File: src/rtl/fifo_wr_ctrl.sv
// Write-side FIFO controller: waits for empty, then writes one burst of DEPTH
// incrementing words (cut short by wrfull), and counts completed bursts.
module fifo_wr_ctrl #(
  parameter int unsigned DATA_W    = 8,
  parameter int unsigned DEPTH     = 256,
  parameter int unsigned START_VAL = 0
) (
  input  logic              clk,
  input  logic              rst_n,
  input  logic              enable,
  input  logic              wrempty,
  input  logic              wrfull,
  output logic              wrreq,
  output logic [DATA_W-1:0] data,
  output logic              burst_done,
  output logic [15:0]       burst_cnt,
  output logic              err_ovf
);

  localparam int unsigned CNT_W = $clog2(DEPTH);

  localparam logic [1:0] S_IDLE       = 2'd0;
  localparam logic [1:0] S_WAIT_EMPTY = 2'd1;
  localparam logic [1:0] S_FILL       = 2'd2;
  localparam logic [1:0] S_DONE       = 2'd3;

  logic [1:0]        state_q, state_d;
  logic              wrreq_q, wrreq_d;
  logic [DATA_W-1:0] data_q, data_d;
  logic [CNT_W-1:0]  wr_cnt_q, wr_cnt_d;
  logic              burst_done_q, burst_done_d;
  logic [15:0]       burst_cnt_q, burst_cnt_d;
  logic              err_ovf_q, err_ovf_d;

  always_comb begin
    state_d      = state_q;
    wrreq_d      = wrreq_q;
    data_d       = data_q;
    wr_cnt_d     = wr_cnt_q;
    burst_done_d = 1'b0;
    burst_cnt_d  = burst_cnt_q;
    // Any write into a full FIFO is recorded, whatever the state.
    err_ovf_d    = err_ovf_q | (wrreq_q & wrfull);

    unique case (state_q)
      S_IDLE: begin
        wrreq_d = 1'b0;
        if (enable) state_d = S_WAIT_EMPTY;
      end
      S_WAIT_EMPTY: begin
        wrreq_d = 1'b0;
        if (!enable) begin
          state_d = S_IDLE;
        end else if (wrempty) begin
          wrreq_d  = 1'b1;
          wr_cnt_d = '0;
          state_d  = S_FILL;
        end
      end
      S_FILL: begin
        if (wrreq_q) begin
          data_d   = data_q + DATA_W'(1);
          wr_cnt_d = wr_cnt_q + CNT_W'(1);
          // The word on this edge is accepted even when wrfull stops the burst.
          if (wr_cnt_q == CNT_W'(DEPTH - 1) || wrfull) begin
            wrreq_d      = 1'b0;
            burst_done_d = 1'b1;
            burst_cnt_d  = burst_cnt_q + 16'd1;
            state_d      = S_DONE;
          end
        end
      end
      S_DONE: begin
        wrreq_d = 1'b0;
        state_d = enable ? S_WAIT_EMPTY : S_IDLE;
      end
      default: begin
        wrreq_d = 1'b0;
        state_d = S_IDLE;
      end
    endcase
  end

  always_ff @(posedge clk or negedge rst_n) begin
    if (!rst_n) begin
      state_q      <= S_IDLE;
      wrreq_q      <= 1'b0;
      data_q       <= DATA_W'(START_VAL);
      wr_cnt_q     <= '0;
      burst_done_q <= 1'b0;
      burst_cnt_q  <= 16'd0;
      err_ovf_q    <= 1'b0;
    end else begin
      state_q      <= state_d;
      wrreq_q      <= wrreq_d;
      data_q       <= data_d;
      wr_cnt_q     <= wr_cnt_d;
      burst_done_q <= burst_done_d;
      burst_cnt_q  <= burst_cnt_d;
      err_ovf_q    <= err_ovf_d;
    end
  end

  assign wrreq      = wrreq_q;
  assign data       = data_q;
  assign burst_done = burst_done_q;
  assign burst_cnt  = burst_cnt_q;
  assign err_ovf    = err_ovf_q;

endmodule

File: config.mk
export PLATFORM = sky130hd
export DESIGN_NAME = fifo_wr_ctrl
export DESIGN_NICKNAME = d
export VERILOG_FILES = /design/src/rtl/fifo_wr_ctrl.sv
export SDC_FILE = /design/constraint.sdc
export NUM_CORES = 1
export LEC_CHECK = 0
export BUFFER_PORTS_ARGS = -buffer_cell sky130_fd_sc_hd__buf_2
export CAP_MARGIN = 30
export CORE_MARGIN = 10
export CORE_UTILIZATION = 54
export DETAILED_ROUTE_END_ITERATION = 12
export PLACE_DENSITY = 0.79
export SLEW_MARGIN = 0
export SYNTH_ARGS = -nofsm -noshare
export SYNTH_HDL_FRONTEND = slang
export SYNTH_SLANG_ARGS = --single-unit
File: constraint.sdc
create_clock -name clk -period 1.68 [get_ports clk]
set_input_delay 0.336 -clock clk [delete_from_list [all_inputs] [get_ports clk]]
set_output_delay 0.336 -clock clk [all_outputs]
set_load 0.05 [all_outputs]
==> Word level (Yosys, flattened, before mapping) <==
Index checks and enable logic that the tools add are counted.
{ "classes": {"n_bitwise": 2, "reduce_logical": 8, "mux": 19, "n_addsub": 3, "n_eq_ne": 10} }
{ "op_table": {"columns": ["operator", "count"], "rows": [
  ["2-to-1 mux 8 bit", 3],
  ["adder 16 x 1 -> 16 bit, second input constant", 1],
  ["adder 8 x 1 -> 8 bit, second input constant", 2],
  ["case mux 8 bit (2 select lines)", 1],
  ["2-to-1 mux 2 bit", 5],
  ["inequality test 2 bit, second input constant", 5],
  ["== test 8 bit, second input constant", 1],
  ["2-to-1 mux 1 bit", 8],
  ["case mux 2 bit (4 select lines)", 1],
  ["AND reduction 4 bit", 2],
  ["== test 2 bit, second input constant", 2],
  ["inequality test 3 bit, second input constant", 1],
  ["case mux 1 bit (3 select lines)", 1],
  ["AND reduction 3 bit", 1],
  ["== test 2 x 1 -> 1 bit, second input constant", 1],
  ["logical NOT 2 bit", 1],
  ["AND reduction 2 bit", 1],
  ["nonzero test 2 bit", 1],
  ["OR reduction 2 bit", 1],
  ["bitwise AND 1 bit", 1],
  ["logical OR 1 bit", 1],
  ["OR 1 bit", 1]
]} }
{ "word_totals": {"register_bits": 37, "out_inout_bits": 27} }

==> Longest topological paths before layout <==
{ "depth": {"ltp_word": 5, "depth_mapped": 5, "ltp_nobuf": 5} }

==> Least setup slack after synthesis <==
OpenSTA, ideal clock, no wires.
{ "synth_path": {"path_kind": "reg-to-reg", "from": "register burst_cnt_q[2] (netlist: burst_cnt[2])", "to": "register burst_cnt_q[15] (netlist: burst_cnt[15])", "arrival_ns": 1.661, "setup_time_ns": 0.082, "path_slack_ns": -0.062, "period_less_slack_ns": 1.742, "path_stages_with_launch": 6, "cell_sequence": "dfrtp_1 > and3_1 > clkbuf_1 > nand4_1 > nor4_1 > xor2_1"} }
{ "synth_between": {"elab_chain_cells": 1} }
{ "synth_lines": {"columns": ["element", "line", "source"], "rows": [
  ["from (decl)", "32", "logic [15:0] burst_cnt_q, burst_cnt_d;"],
  ["from (signal assigned)", "99", "burst_cnt_q <= burst_cnt_d;"],
  ["adder 16 x 1 -> 16 bit", "68", "burst_cnt_d = burst_cnt_q + 16'd1;"]
]} }
Every way passes these cells.
A chain may end at the register's enable or synchronous reset.

==> Final worst setup path <==
{ "layout_path": {"from": "register wr_cnt_q[0]", "to": "register burst_cnt_q[13] (netlist: burst_cnt[13])"} }
{ "layout_between": {"elab_chain_cells": 3} }
{ "layout_lines": {"columns": ["element", "line", "source"], "rows": [
  ["from (decl)", "30", "logic [CNT_W-1:0] wr_cnt_q, wr_cnt_d;"],
  ["from (signal assigned)", "97", "wr_cnt_q <= wr_cnt_d;"],
  ["== test 8 bit", "65", "if (wr_cnt_q == CNT_W'(DEPTH - 1) || wrfull) begin"],
  ["logical OR 1 bit", "65", null],
  ["AND reduction 3 bit (no source line)", null, null]
]} }
Every way passes these cells.

==> reports/qor.csv <==
stage,metric,value,unit
outcome,status,completed,
route,viasPerCell,5.35,
logic_synthesis,synth_common_cells,"dfrtp_1, xor2_1, nand2_1",
route,drtIter0Drc,65,
route,post_drt_wl_per_cell,15.7,um
logic_synthesis,syn_area_per_cell,11.4,um2
place,dp_hpwl,2620,um
sta,finalHoldViolations,0,
finish,final_nets,203,
grt,gr-total-overflow,0,
sta,slew_headroom,0.698,
route,first_pass_iters,4,
run,cap_violations,0,
sta,max_freq,0.629,GHz
critical_path,worst_setup_path_end_kind,register,
place,dpl_cell_area,1960,um2
critical_path,cp-start-kind,register,
critical_path,cpMaxStageDelayCell,dfrtp_1,
finish,regArea,930,um2
place,dp_cells,230,
logic_synthesis,synth-edff-count,0,
route,route.detailed.drc,0,
critical_path,rr_endpoint,burst_cnt[13],
route,postRouteAntennaNets,0,
sta,worst_pin_slew,0.452,ns
finish,design_area,2080,um2
logic_synthesis,netlist_instances,150,
sta,fin_tns_setup,0,ns
logic_synthesis,yosys-top-cells-area,"dfrtp_1, xor2_1, xnor2_1, nand3_1, nand2_1",
worst_hold_path,min_path_type,in2async,
finish,utilization,0.687,
die,core-area,3030,um2
sta,setup_ws,0.0895,ns
cts,h-tree-depth,2,
cts,clock_latency,0.35,ns
critical_path,r2r_cells,5,
sta,min_period_over_period,0.947,
critical_path,reg2reg_slack,0.09,ns
grt,grt_first_pass_wirelength,6230,um
logic_synthesis,synth_warnings,0,
die,rows,20,
finish,synthToLayoutAreaGrowth,22.1,%
grt,grt_pass1_vias,1335,
logic_synthesis,yosys.area.top_type,dfrtp_1,
logic_synthesis,synth_top_area_frac,0.543,
route,drt-total-wl,3760,um
place,place_ws,0.0102,ns
finish,fillerInstances,240,
finish,layoutNonFillerInstCount,240,
place,routabilityCongestion,0.786,
route,vias,1285,
finish,antenna_cells,0,
logic_synthesis,ys_ff_latch,37,
cts,ctsHoldBuffers,0,
die,fp.dieW,76.2,um
power,power_density,1100,nW/um2
power,p_leak,1.02,nW
cts,cts.clk_slew.worst_paths,0.11,ns
sta,finalSetupViolations,0,
die,start_util,0.563,
die,die_y,76.2,um
critical_path,cp_max_fo,6,
cts,cts_tree,yes,
grt,grt_antenna_before_repair,0,
logic_synthesis,async_flop_share,1.00,
die,dieArea,5800,um2
sta,slew_violations,0,
die,ios,32,
critical_path,required,1.96,ns
power,peakVddDrop,0.000683,V
cts,numCtsBuffers,5,
logic_synthesis,synth_seq_area_share,0.543,
critical_path,regToRegStartpoint,wr_cnt_q[0],
logic_synthesis,synth.most_common_cell,dfrtp_1,
logic_synthesis,syn_nets,158,
cts,clock_path_buffers,2,
logic_synthesis,ys.flop_type,dfrtp_1,
cts,cts.sinks,37,
grt,grt_usage,0.130,
finish,drive_gt1_frac,0.337,
logic_synthesis,synth.cell_area,1700,um2
finish,multiInputGateArea,785,um2
critical_path,crit_path_cell_trace,"ha_1, a41oi_4, buf_4, nor4_2, xor2_1",
cts,root_buffer,clkbuf_4,
sta,hold_slack,0.00758,ns
place,numPortBuffers,31,
logic_synthesis,synth_cell_types,36,
critical_path,crit_type,reg2reg,
grt,grt_max_degree,38,
critical_path,slowest_delay,0.40,ns
critical_path,arrival,1.87,ns
sta,fin_skew,0.00510,ns
sta,min_period,1.59,ns
power,finalPower,2.29,mW
-- cell type report --
type	instances	share of cell area
timing repair buffer	42	0.114
inverter	1	0.00180
clock inverter	1	0.00241
tap	44	0.0265
multi-input combinational	108	0.377
clock buffer	7	0.0313
sequential	37	0.447
-- what timing repair did --
item                       in CTS  in global routing
resized for setup               0                  4
setup endpoints to repair       1                  9
setup buffers                   0                  1
pin swaps                       1                  1
cloned                          0                  1
-- flip-flops by register name (all words and copies together) (netlist names), named ones only --
signal	count
err_ovf	1
burst_done	1
wr_cnt_q	8
burst_cnt	16
state_q	1
data	8
wrreq	1
-- logic make-up (layout without fill, tap and decap cells) --
logic type / Yosys count / after routing / share of synthesized area
mux: 2 / 2 / 0.0132
buf+inv: 6 / 51 / 0.0191
fa+ha+maj: 3 / 3 / 0.0220
flops: 37 / 37 / 0.543
xor+xnor: 27 / 27 / 0.139
compound gates: 8 / 9 / 0.0448
simple gates: 67 / 67 / 0.219
-- where the power goes --
group          internal (mW)  switching (mW)  total [mW]
clock network          0.242           0.297       0.539
logic                  0.197           0.421       0.618
registers               1.01           0.126        1.13
total                   1.45           0.843        2.29
-- cells in the final DEF (no fill, tap or decap), drive strengths merged, types with 2 or more instances in the layout --
master / n
nand3: 11
and4: 2
and3: 3
ha: 3
nor2: 10
clkbuf: 7
a41oi: 2
nor4: 6
buf: 42
a21oi: 2
nand4: 5
xor2: 20
dfrtp: 37
nor3: 8
mux2: 2
xnor2: 7
a21o: 2
nand2: 13
-- per-layer routing --
layer	GRT usage	share of wire	vias to the layer above
met5	0	0	-
met4	0.0520	0.012	0
met3	0.0554	0.061	6
met2	0.207	0.49	38
met1	0.151	0.44	625
li1	-	-	616
-- how the worst max path moves through the flow --
stage                         end         start
floorplan           burst_cnt[12]  burst_cnt[0]
global placement    burst_cnt[15]   wr_cnt_q[5]
detailed placement  burst_cnt[13]   wr_cnt_q[5]
CTS                 burst_cnt[13]   wr_cnt_q[0]
global route        burst_cnt[13]   wr_cnt_q[1]
finish              burst_cnt[13]   wr_cnt_q[0]
-- critical path, delay by kind of cell, from the launching register on --
kind            cells  cell delay (ns)
xor+xnor            1             0.16
compound gates      1             0.19
fa+ha+maj           1             0.27
flops               1             0.40
simple gates        1             0.29
buf+inv             1             0.21
Note: power is estimated with default switching activity, not from simulation.
